<file path="src/rtl/lmul_if.sv">
// Operand/result bundle for the lmul multiply-accumulate pipeline.
// Handshake: valid_in qualifies the operands sampled on a rising clock edge.
// There is no ready signal, so every beat is accepted. valid_out qualifies
// the result signals on the cycle where they appear. Data moves every cycle
// whether or not valid is high.
interface lmul_if #(
  parameter int NUMERATOR_WIDTH   = 10,
  parameter int DENOMINATOR_WIDTH = 10,
  parameter int QUOTIENT_WIDTH    = 10
);
  logic [QUOTIENT_WIDTH-1:0]    quotient_in;
  logic [DENOMINATOR_WIDTH-1:0] denominator_in;
  logic [NUMERATOR_WIDTH-1:0]   remainder_in;
  logic                         valid_in;
  logic [NUMERATOR_WIDTH-1:0]   numerator_out;
  logic                         overflow_out;
  logic                         invalid_out;
  logic                         valid_out;

  // Operand source, which is usually the divider or a bench.
  modport master (
    output quotient_in, denominator_in, remainder_in, valid_in,
    input  numerator_out, overflow_out, invalid_out, valid_out
  );

  // The lmul pipeline itself.
  modport slave (
    input  quotient_in, denominator_in, remainder_in, valid_in,
    output numerator_out, overflow_out, invalid_out, valid_out
  );
endinterface

</file>
<file path="src/rtl/lmul.sv">
// lmul: fixed-latency shift-and-add multiply-accumulate, q*d + r.
// It rebuilds a numerator from a divider's quotient, remainder and denominator,
// and it flags triples that are not well formed (r >= d) and results that
// do not fit in NUMERATOR_WIDTH bits.
// The pipeline has QUOTIENT_WIDTH+2 stages with no stall. Stage 0 captures the
// operands. Stages 1..QUOTIENT_WIDTH each perform one MSB-first Horner step.
// The last stage adds r and registers the outputs. There is no FSM. Each
// beat's state travels with the beat down the pipeline.
module lmul #(
  parameter int NUMERATOR_WIDTH   = 10,
  parameter int DENOMINATOR_WIDTH = 10,
  parameter int QUOTIENT_WIDTH    = 10
) (
  input  logic   clk,
  input  logic   resetb,
  lmul_if.slave  bus
);
  localparam int QW    = QUOTIENT_WIDTH;
  localparam int DW    = DENOMINATOR_WIDTH;
  localparam int NW    = NUMERATOR_WIDTH;
  // One bit of headroom above the full product leaves room for +r without wrap.
  localparam int ACC_W = QW + DW + 1;

  // Per-stage registers. Index i holds the value at the output of stage i.
  // q is not needed after stage QW-1, because its last bit is consumed there.
  logic [QW-1:0]    r_q   [0:QW-1];
  logic [DW-1:0]    r_d   [0:QW];
  logic [NW-1:0]    r_r   [0:QW];
  logic [ACC_W-1:0] r_acc [0:QW];
  logic             r_vld [0:QW];

  logic [NW-1:0]    r_num;
  logic             r_ovf;
  logic             r_inv;
  logic             r_vout;

  logic [ACC_W-1:0] w_sum;

  // The final addend joins the completed product at full width.
  assign w_sum = r_acc[QW] + ACC_W'(r_r[QW]);

  // Shift structure: capture the operands, run the Horner steps, then register the results.
  always_ff @(posedge clk or negedge resetb) begin
    if (!resetb) begin
      for (int i = 0; i < QW; i++) begin
        r_q[i] <= '0;
      end
      for (int i = 0; i <= QW; i++) begin
        r_d[i]   <= '0;
        r_r[i]   <= '0;
        r_acc[i] <= '0;
        r_vld[i] <= 1'b0;
      end
      r_num  <= '0;
      r_ovf  <= 1'b0;
      r_inv  <= 1'b0;
      r_vout <= 1'b0;
    end else begin
      // Stage 0 captures the operands unconditionally. The accumulator starts empty.
      r_q[0]   <= bus.quotient_in;
      r_d[0]   <= bus.denominator_in;
      r_r[0]   <= bus.remainder_in;
      r_acc[0] <= '0;
      r_vld[0] <= bus.valid_in;

      // Stage i doubles the running sum and adds d when quotient bit QW-i is set.
      for (int i = 1; i <= QW; i++) begin
        r_acc[i] <= (r_acc[i-1] << 1) + (r_q[i-1][QW-i] ? ACC_W'(r_d[i-1]) : '0);
        r_d[i]   <= r_d[i-1];
        r_r[i]   <= r_r[i-1];
        r_vld[i] <= r_vld[i-1];
      end
      for (int i = 1; i < QW; i++) begin
        r_q[i] <= r_q[i-1];
      end

      // The final stage adds r, truncates the result and evaluates both flags.
      // The flags are not gated by valid.
      r_num  <= w_sum[NW-1:0];
      r_ovf  <= |w_sum[ACC_W-1:NW];
      r_inv  <= (ACC_W'(r_r[QW]) >= ACC_W'(r_d[QW]));
      r_vout <= r_vld[QW];
    end
  end

  assign bus.numerator_out = r_num;
  assign bus.overflow_out  = r_ovf;
  assign bus.invalid_out   = r_inv;
  assign bus.valid_out     = r_vout;

endmodule
</file>
<file path="src/flat_wrapper.sv">
// flat-port wrapper written by rule: the top's interface ports become plain ports
module lmul_flat 
#(
  parameter int NUMERATOR_WIDTH   = 10,
  parameter int DENOMINATOR_WIDTH = 10,
  parameter int QUOTIENT_WIDTH    = 10
)
  (clk, resetb, bus_quotient_in, bus_denominator_in, bus_remainder_in, bus_valid_in, bus_numerator_out, bus_overflow_out, bus_invalid_out, bus_valid_out);
  lmul_if #(.NUMERATOR_WIDTH(NUMERATOR_WIDTH), .DENOMINATOR_WIDTH(DENOMINATOR_WIDTH), .QUOTIENT_WIDTH(QUOTIENT_WIDTH)) bus_i ();
  input  logic clk;
  input  logic resetb;
  input wire logic [$bits(bus_i.quotient_in)-1:0] bus_quotient_in;
  input wire logic [$bits(bus_i.denominator_in)-1:0] bus_denominator_in;
  input wire logic [$bits(bus_i.remainder_in)-1:0] bus_remainder_in;
  input wire logic [$bits(bus_i.valid_in)-1:0] bus_valid_in;
  output wire logic [$bits(bus_i.numerator_out)-1:0] bus_numerator_out;
  output wire logic [$bits(bus_i.overflow_out)-1:0] bus_overflow_out;
  output wire logic [$bits(bus_i.invalid_out)-1:0] bus_invalid_out;
  output wire logic [$bits(bus_i.valid_out)-1:0] bus_valid_out;
  assign bus_i.quotient_in = bus_quotient_in;
  assign bus_i.denominator_in = bus_denominator_in;
  assign bus_i.remainder_in = bus_remainder_in;
  assign bus_i.valid_in = bus_valid_in;
  assign bus_numerator_out = bus_i.numerator_out;
  assign bus_overflow_out = bus_i.overflow_out;
  assign bus_invalid_out = bus_i.invalid_out;
  assign bus_valid_out = bus_i.valid_out;
  lmul #(.NUMERATOR_WIDTH(NUMERATOR_WIDTH), .DENOMINATOR_WIDTH(DENOMINATOR_WIDTH), .QUOTIENT_WIDTH(QUOTIENT_WIDTH)) u_core (.clk(clk), .resetb(resetb), .bus(bus_i));
endmodule
</file>
<file path="config.mk">
export PLATFORM = sky130hd
export DESIGN_NAME = lmul_flat
export DESIGN_NICKNAME = d
export VERILOG_FILES = /design/src/rtl/lmul_if.sv /design/src/rtl/lmul.sv /design/src/flat_wrapper.sv
export SDC_FILE = /design/constraint.sdc
export NUM_CORES = 1
export LEC_CHECK = 0
export ABC_CLOCK_PERIOD_IN_PS = 3500
export BUFFER_PORTS_ARGS = -buffer_cell sky130_fd_sc_hd__buf_2
export CORE_AREA = 2 2 176 178
export CTS_CLUSTER_SIZE = 24
export DETAILED_ROUTE_END_ITERATION = 7
export DIE_AREA = 0 0 178 180
export PLACE_DENSITY = 0.73
export SLEW_MARGIN = 0
export SYNTH_ARGS = -nofsm -noshare
export SYNTH_HDL_FRONTEND = slang
export SYNTH_SLANG_ARGS = --single-unit
</file>
<file path="constraint.sdc">
create_clock -name clk -period 3.5 [get_ports clk]
set_input_delay 0.35 -clock clk [delete_from_list [all_inputs] [get_ports clk]]
set_output_delay 0.35 -clock clk [all_outputs]
set_load 0.05 [all_outputs]
</file>
==> flow_metrics.tcl, run 1 <==
set metrics [dict create \
    number_of_cell_instances_on_the_worst_register_to_register_path 9 \
    setup_repair_after_global_routing_missed_its_margin "false" \
    io_buffers 45 \
    die_w_um 178 \
    worstHoldEndpoint "u_core.r_q[53]" \
    postSynthNetCount 1411 \
    cts_made_buffers 46 \
    worst_path_maximum_fanout 10 \
    tritoncts_num_sinks 461 \
    post_synthesis_mux_area_share_pct 0.0581 \
    fmax_mhz 345 \
    start_util_pct 57.1 \
    drcViolationCount 0 \
    ant_nets 0 \
    placement.setup.worst_slack_ns 0.584 \
    regToRegStartpoint "u_core.r_q[0]" \
    min_path_cells 0 \
    final_period_minus_worst_setup_slack_ns 2.90 \
    wire_length_of_the_first_global_routing_pass_mm 48.3 \
    dieHeight_um 180 \
    grt_max_degree 95 \
    antenna-diode-count 0 \
    synthSimpleGateAreaFrac_pct 9.61 \
    number_of_global_route_vias_before_repair 10543 \
    finish.net_count 1544 \
    outcome "finished clean" \
    synth_compound_area_share_pct 7.13 \
    synth_top_family_by_area "simple AND/OR/NAND/NOR gates" \
    cp_class "flip-flop to flip-flop" \
    viasPerCell 5.23 \
    tightestPinTransition_ns 0.746 \
    crit_required_ns 3.90 \
    report.final.setup_viol 0 \
    worst_hold_path_type "flip-flop to flip-flop" \
    wirelength_mm 27.9 \
    share_of_synthesized_area_occupied_by_flip_flops_and_latches_pct 66.9 \
    post_route_setup_slack_ns 0.601 \
    postSynth.topFlopCell "sky130_fd_sc_hd__dfrtp_1" \
    cts-htree-levels 2 \
    layout_commonest_cell "sky130_fd_sc_hd__dfrtp_1" \
    worstSkewPairLatency_ns 0.54 \
    detail_route.iter0.violations 344 \
    via_count 9562 \
    drt_first_pass_iters 6 \
    power.static_leakage_nw 9.32 \
    async_flop_share_pct 100 \
    grt_antenna_before_repair 0 \
    synthesized_area_fraction_occupied_by_adder_cells_pct 8.49 \
    post-route-period-util_pct 82.8 \
    netlist.top_cell.by_area "sky130_fd_sc_hd__dfrtp_1" \
    worst_case_clock_skew_ns 0.0178 \
    whs_ns 0.342 \
    power.density_cell_area_nw_per_um2 725 \
    post_synth_num_cell_types 55 \
    final_core_util_pct 65.7 \
    drt-wirelength-per-cell_um 15.3 \
    n_fill_cell 2104 \
    place.gp.congestion 0.831 \
    reg2reg_setup_slack_ns 0.60 \
    design.die.area_um2 32000 \
    cts_setup_buffers 0 \
    postSynthCellCount 1267 \
    global_route.usage.total_pct 18.8 \
    finalMaxSlewViolations 0 \
    cap_violations 0 \
    synth_xor_area_share_pct 6.35 \
    synth_top_area_share_pct 66.9 \
    synth_enable_flop_cells 0 \
    post_synth.cell_area_avg_um2 13.6 \
    timing.critical_path.to_type "flip-flop" \
    mappedNetlistArea_um2 17200 \
    timing_hold_violations_final 0 \
    final_cell_mix "sky130_fd_sc_hd__dfrtp_1 (461), sky130_fd_sc_hd__ha_1 (101), sky130_fd_sc_hd__and2_1 (96), sky130_fd_sc_hd__xnor2_1 (91)" \
    design.core.area_um2 30200 \
    post-place-cells 1716 \
    maxSlewHeadroom_pct 49.0 \
    yosys_warnings 0 \
    placementRows 64 \
    grt-ovfl-total 0 \
    largest_cells_by_area_after_synthesis "sky130_fd_sc_hd__dfrtp_1 (67%), sky130_fd_sc_hd__ha_1 (7.3%), sky130_fd_sc_hd__xnor2_1 (4.6%)" \
    hold_path_startpoint "u_core.r_q[63]" \
    clock_transition_at_the_register_clock_pins_on_the_worst_setup_and_hold_paths_after_cts_ns 0.06 \
    critical_path.reg2reg.endpoint "u_core.r_acc[18]" \
    arrival_ns 3.30 \
    setup_total_negative_slack_ns 0 \
    cts_tree "built" \
    ir_drop_uv 435 \
    worstSetupStartpointType "flip-flop" \
    ctsLongestPathBuffers 3 \
    ioPinCount 46 \
    detailed_place_hpwl_mm 18.8 \
    clockRootBuffer "sky130_fd_sc_hd__clkbuf_16" \
    synth.ff_latch_count 461 \
    post_route_cells_drive_above_1_share_pct 10.1 \
    area_growth_pct 15.1 \
    finalNonFillerCells 1828 \
]
-- final cells by class --
cell class	count	area (µm²)	share of cell area (%)
Inverter	63	236	1.19
Sequential cell	461	11500	58.1
Clock buffer	67	1360	6.86
Clock inverter	13	75.1	0.378
Timing Repair Buffer	87	681	3.43
Multi-Input combinational cell	741	5450	27.5
Tap cell	396	495	2.50
-- critical path: stages, from the launching register on --
cell,delay [ns]
sky130_fd_sc_hd__dfrtp_1,0.44
sky130_fd_sc_hd__and2_1,0.20
sky130_fd_sc_hd__ha_1,0.28
sky130_fd_sc_hd__a21oi_1,0.20
sky130_fd_sc_hd__o21ai_0,0.14
sky130_fd_sc_hd__a2111oi_0,0.58
sky130_fd_sc_hd__o31ai_1,0.13
sky130_fd_sc_hd__a21oi_1,0.50
sky130_fd_sc_hd__nor3_1,0.14
sky130_fd_sc_hd__xor2_1,0.17
-- routing by layer --
| layer | share of wire, % | vias to the layer above | routed length (µm) | GRT usage, % |
|---|---|---|---|---|
| met5 | 0 | - | 0 | 0 |
| met4 | 3.8 | 0 | 1070 | 7.93 |
| met3 | 2.9 | 84 | 809 | 3.02 |
| met2 | 57 | 159 | 15900 | 36.2 |
| met1 | 36 | 4785 | 10100 | 20.0 |
| li1 | - | 4534 | - | - |
-- what timing repair did --
item	in CTS	in global routing
hold buffers	32	0
endpoints found under the hold margin	115	0
resized for setup	0	0
-- where the power goes --
part	switching, mW	internal [mW]	total [mW]
clock network	1.89	2.69	4.58
registers	0.554	6.18	6.74
logic	1.73	1.35	3.07
-- worst max path at each step --
stage / start / end / depth (start not counted)
CTS: u_core.r_q[0] / u_core.r_acc[18] / 9
floorplan: u_core.r_r[5] / u_core.bus.overflow_out / 8
global placement: u_core.r_q[0] / u_core.r_acc[20] / 9
finish: u_core.r_q[0] / u_core.r_acc[18] / 9
global route: u_core.r_q[0] / u_core.r_acc[20] / 9
detailed placement: u_core.r_q[0] / u_core.r_acc[18] / 9
-- per-stage QoR --
step	instance area (µm²)	total power [mW]
4_1_cts	19800	14.5
2_1_floorplan	17200	9.04
3_5_place_dp	18100	9.83
3_3_place_gp	18100	9.73
5_1_grt	19800	15.2
6_report	19800	14.4
-- state kept, by name, summed over array words and instances (netlist names) --
name,count
u_core.bus.numerator_out,10
u_core.bus.overflow_out,1
u_core.bus.valid_out,1
u_core.r_r,110
u_core.r_acc,162
u_core.r_vld,11
u_core.r_d,110
u_core.bus.invalid_out,1
u_core.r_q,55
-- cells in the mapped netlist, types with 5 or more instances --
cell and count:
sky130_fd_sc_hd__xor2_1 34, sky130_fd_sc_hd__and3_1 8, sky130_fd_sc_hd__nor3_1 13, sky130_fd_sc_hd__and2_1 96
sky130_fd_sc_hd__fa_1 10, sky130_fd_sc_hd__xnor2_1 91, sky130_fd_sc_hd__o21a_1 18, sky130_fd_sc_hd__nand2_1 54
sky130_fd_sc_hd__a21oi_1 57, sky130_fd_sc_hd__nor2b_1 12, sky130_fd_sc_hd__ha_1 101, sky130_fd_sc_hd__a21o_1 17
sky130_fd_sc_hd__o21bai_1 8, sky130_fd_sc_hd__nand2b_1 11, sky130_fd_sc_hd__o31ai_1 8, sky130_fd_sc_hd__inv_1 63
sky130_fd_sc_hd__nor2_1 63, sky130_fd_sc_hd__a31o_2 5, sky130_fd_sc_hd__dfrtp_1 461, sky130_fd_sc_hd__o21ai_0 37
sky130_fd_sc_hd__nand4_1 10, sky130_fd_sc_hd__nand3_1 26
-- cell families (layout without fill, tap and decap cells) --
logic type                 count (synthesis)  in the layout
DFF                                      461            461
and+or+nand+nor                          314            314
AOI/OAI and AO/OA                        190            190
muxes                                      1              1
xor gates and xnor gates                 125            125
adders and majority gates                111            111
buffers and inverters                     65            230
(Power assumes the default switching activity.)
==> run 2, diff against run 1 <==
--- a/config.mk
+++ b/config.mk
@@ -5,13 +5,13 @@
 export SDC_FILE = /design/constraint.sdc
 export NUM_CORES = 1
 export LEC_CHECK = 0
-export ABC_CLOCK_PERIOD_IN_PS = 3500
+export ABC_CLOCK_PERIOD_IN_PS = 2400
 export BUFFER_PORTS_ARGS = -buffer_cell sky130_fd_sc_hd__buf_2
-export CORE_AREA = 2 2 176 178
+export CORE_AREA = 2 2 179 181
 export CTS_CLUSTER_SIZE = 24
 export DETAILED_ROUTE_END_ITERATION = 7
-export DIE_AREA = 0 0 178 180
-export PLACE_DENSITY = 0.73
+export DIE_AREA = 0 0 181 183
+export PLACE_DENSITY = 0.74
 export SLEW_MARGIN = 0
 export SYNTH_ARGS = -nofsm -noshare
 export SYNTH_HDL_FRONTEND = slang
==> constraint.sdc (replaced) <==
create_clock -name clk -period 2.4 [get_ports clk]
set_input_delay 0.24 -clock clk [delete_from_list [all_inputs] [get_ports clk]]
set_output_delay 0.24 -clock clk [all_outputs]
set_load 0.05 [all_outputs]
==> run 2 against run 1 <==
  * The flow now finishes with violations (setup timing)
  * Worst setup slack got worse by 0.74 ns
  * Total power is 61% higher
  * Flip-flop and latch count is the same
  * Register-to-register slack lost 0.74 ns
  * Wire length increased by 7.6%
  * Combinational power up 85%
  * Die area is 3.4% higher
  * Clock power grew 66%
  * Clock skew decreased by 0.0023 ns
  * Hold slack worse by 0.027 ns
  * Core utilization is 4.0 points higher
==> flow_metrics.tcl, run 2 (synthesis gave the netlist of run 1 again) <==
set metrics [dict create \
    post_route_cells_drive_above_1_share_pct 25.3 \
    layout_commonest_cell "sky130_fd_sc_hd__dfrtp_1" \
    design.core.area_um2 31200 \
    drt_first_pass_iters 4 \
    drcViolationCount 0 \
    final_period_minus_worst_setup_slack_ns 2.54 \
    area_growth_pct 26.2 \
    setup_repair_after_global_routing_missed_its_margin "true" \
    placement.setup.worst_slack_ns -0.299 \
    finalMaxSlewViolations 0 \
    antenna-diode-count 0 \
    post_route_setup_slack_ns -0.141 \
    via_count 10050 \
    failing_checks "setup timing" \
    post-route-period-util_pct 106 \
    cap_violations 0 \
    timing.critical_path.to_type "flip-flop" \
    worstSkewPairLatency_ns 0.54 \
    largestRegisters "u_core.r_acc x162, u_core.r_d x110, u_core.r_r x110" \
    ir_drop_uv 655 \
    report.final.setup_viol 5 \
    largest_register_ffs 162 \
    total_power_mw 23.2 \
    clock_transition_at_the_register_clock_pins_on_the_worst_setup_and_hold_paths_after_cts_ns 0.06 \
    placed_cell_area_um2 18700 \
    timing.critical_path.cells "ha_4 > buf_4 > inv_1 > nor2_1 > a211o_1 > buf_6 > a21o_1 > and3b_1 > o21a_1 > or4_1" \
    number_of_global_route_vias_before_repair 10668 \
    crit_required_ns 2.81 \
    power.static_leakage_nw 10.1 \
    cts_tree "built" \
    detail_route.iter0.violations 512 \
    worst_case_clock_skew_ns 0.0155 \
    outcome "finished, violations left" \
    final_cell_mix "sky130_fd_sc_hd__dfrtp_1 (453), sky130_fd_sc_hd__buf_4 (107), sky130_fd_sc_hd__xnor2_1 (90), sky130_fd_sc_hd__and2_1 (85), sky130_fd_sc_hd__ha_1 (78)" \
    start_util_pct 55.2 \
    cts-htree-levels 2 \
    regToRegStartpoint "u_core.r_r[5]" \
    cp_class "flip-flop to flip-flop" \
    tritoncts_num_sinks 461 \
    dieHeight_um 183 \
    grt-ovfl-total 0 \
    wire_length_of_the_first_global_routing_pass_mm 48.2 \
    finish.instance_area_um2 21800 \
    ioPinCount 46 \
    place.gp.congestion 0.833 \
    viasPerCell 5.16 \
    drt-wirelength-per-cell_um 15.4 \
    power.density_cell_area_nw_per_um2 1060 \
    crit_buf_inv 3 \
    whs_ns 0.315 \
    clockRootBuffer "sky130_fd_sc_hd__clkbuf_16" \
    ctsLongestPathBuffers 3 \
    worstSetupStartpointType "flip-flop" \
    tightestPinTransition_ns 0.677 \
    design.die.area_um2 33100 \
    worst_path_maximum_fanout 4 \
    wirelength_mm 30.0 \
    global_route.usage.total_pct 18.0 \
    placementRows 65 \
    maxSlewHeadroom_pct 54.9 \
    detailed_place_hpwl_mm 18.3 \
    top_register "u_core.r_acc" \
    io_buffers 45 \
    reg2reg_setup_slack_ns -0.14 \
    grt_max_degree 84 \
    critPathSlowestCell "sky130_fd_sc_hd__or4_1" \
    kind_of_cell_with_the_highest_combined_delay_on_the_critical_path "simple AND/OR/NAND/NOR gates" \
    ant_nets 0 \
    cts_made_buffers 45 \
    fmax_mhz 394 \
    finish.net_count 1654 \
    worst_hold_path_type "input pin to async pin" \
    critical-path-max-stage-delay_ns 0.49 \
    arrival_ns 2.96 \
    critical_path.reg2reg.endpoint "u_core.bus.overflow_out" \
    number_of_cell_instances_on_the_worst_register_to_register_path 10 \
    die_w_um 181 \
    grt_antenna_before_repair 0 \
    timing_hold_violations_final 0 \
]
## run 2: cell count changes in the layout (fill, tap and decap cells not counted), sizes merged
cell,before,now
buf,55,165
bufinv,0,9
clkbuf,67,62
clkinv,11,12
## run 2: worst reg2reg max path, cell delays in order, from the launching register on
cell and delay, ns:
sky130_fd_sc_hd__dfrtp_1 0.42, sky130_fd_sc_hd__ha_4 0.24, sky130_fd_sc_hd__buf_4 0.15, sky130_fd_sc_hd__inv_1 0.09, sky130_fd_sc_hd__nor2_1 0.07, sky130_fd_sc_hd__a211o_1 0.33, sky130_fd_sc_hd__buf_6 0.13, sky130_fd_sc_hd__a21o_1 0.17
sky130_fd_sc_hd__and3b_1 0.17, sky130_fd_sc_hd__o21a_1 0.16, sky130_fd_sc_hd__or4_1 0.49
## run 2: metal layers
layer / global-route usage, % / part of all wire (%) / vias up
li1: - / - / 4767
met1: 18.2 / 36 / 5051
met2: 36.2 / 58 / 157
met3: 2.76 / 2.7 / 75
met4: 7.48 / 3.4 / 0
met5: 0 / 0 / -
## run 2: worst max-delay path by stage
stage                     cells past startpoint       startpoint  slack (ns)                      end
after global placement                       10    u_core.r_r[0]       -0.29  u_core.bus.overflow_out
after detailed placement                     10  u_core.r_acc[0]       -0.30  u_core.bus.overflow_out
after global routing                          8    u_core.r_r[4]       -0.22  u_core.bus.overflow_out
after CTS                                     8    u_core.r_r[1]       -0.09  u_core.bus.overflow_out
final                                        10    u_core.r_r[5]       -0.14  u_core.bus.overflow_out
after floorplan                               9    u_core.r_q[0]        0.03         u_core.r_acc[20]
## run 2: cell type report
cell class,instances,area [µm²]
Clock inverter,23,373
Inverter,63,236
Tap cell,402,503
Multi-Input combinational cell,741,6300
Fill cell,1973,9470
Clock buffer,61,1280
Timing Repair Buffer,198,1530
Sequential cell,461,11500
## run 2: stage by stage
| stage | TNS (ns) | util [%] | cells |
|---|---|---|---|
| after global routing | -1.38 | 69.7 | 1949 |
| after global placement | -3.75 | 60.0 | 1804 |
| after detailed placement | -6.49 | 60.0 | 1804 |
| final | -0.271 | 69.7 | 1949 |
| after floorplan | 0 | - | 1267 |
| after CTS | -0.0884 | 67.3 | 1936 |
## run 2: where the power goes
group	internal, mW	leakage, nW	total [mW]	switching, mW
Clock	4.72	0.812	7.60	2.88
Combinational	2.72	3.84	5.69	2.97
Sequential	9.02	5.45	9.87	0.853
Total	16.5	10.1	23.2	6.70
## run 2: what timing repair did
item | CTS | global route
endpoints found under the setup margin | 50 | 58
gates resized for setup | 65 | 119
setup buffers | 16 | 15
hold buffers | 32 | 0
hold endpoints to repair | 101 | 0
pin swaps | 24 | 88
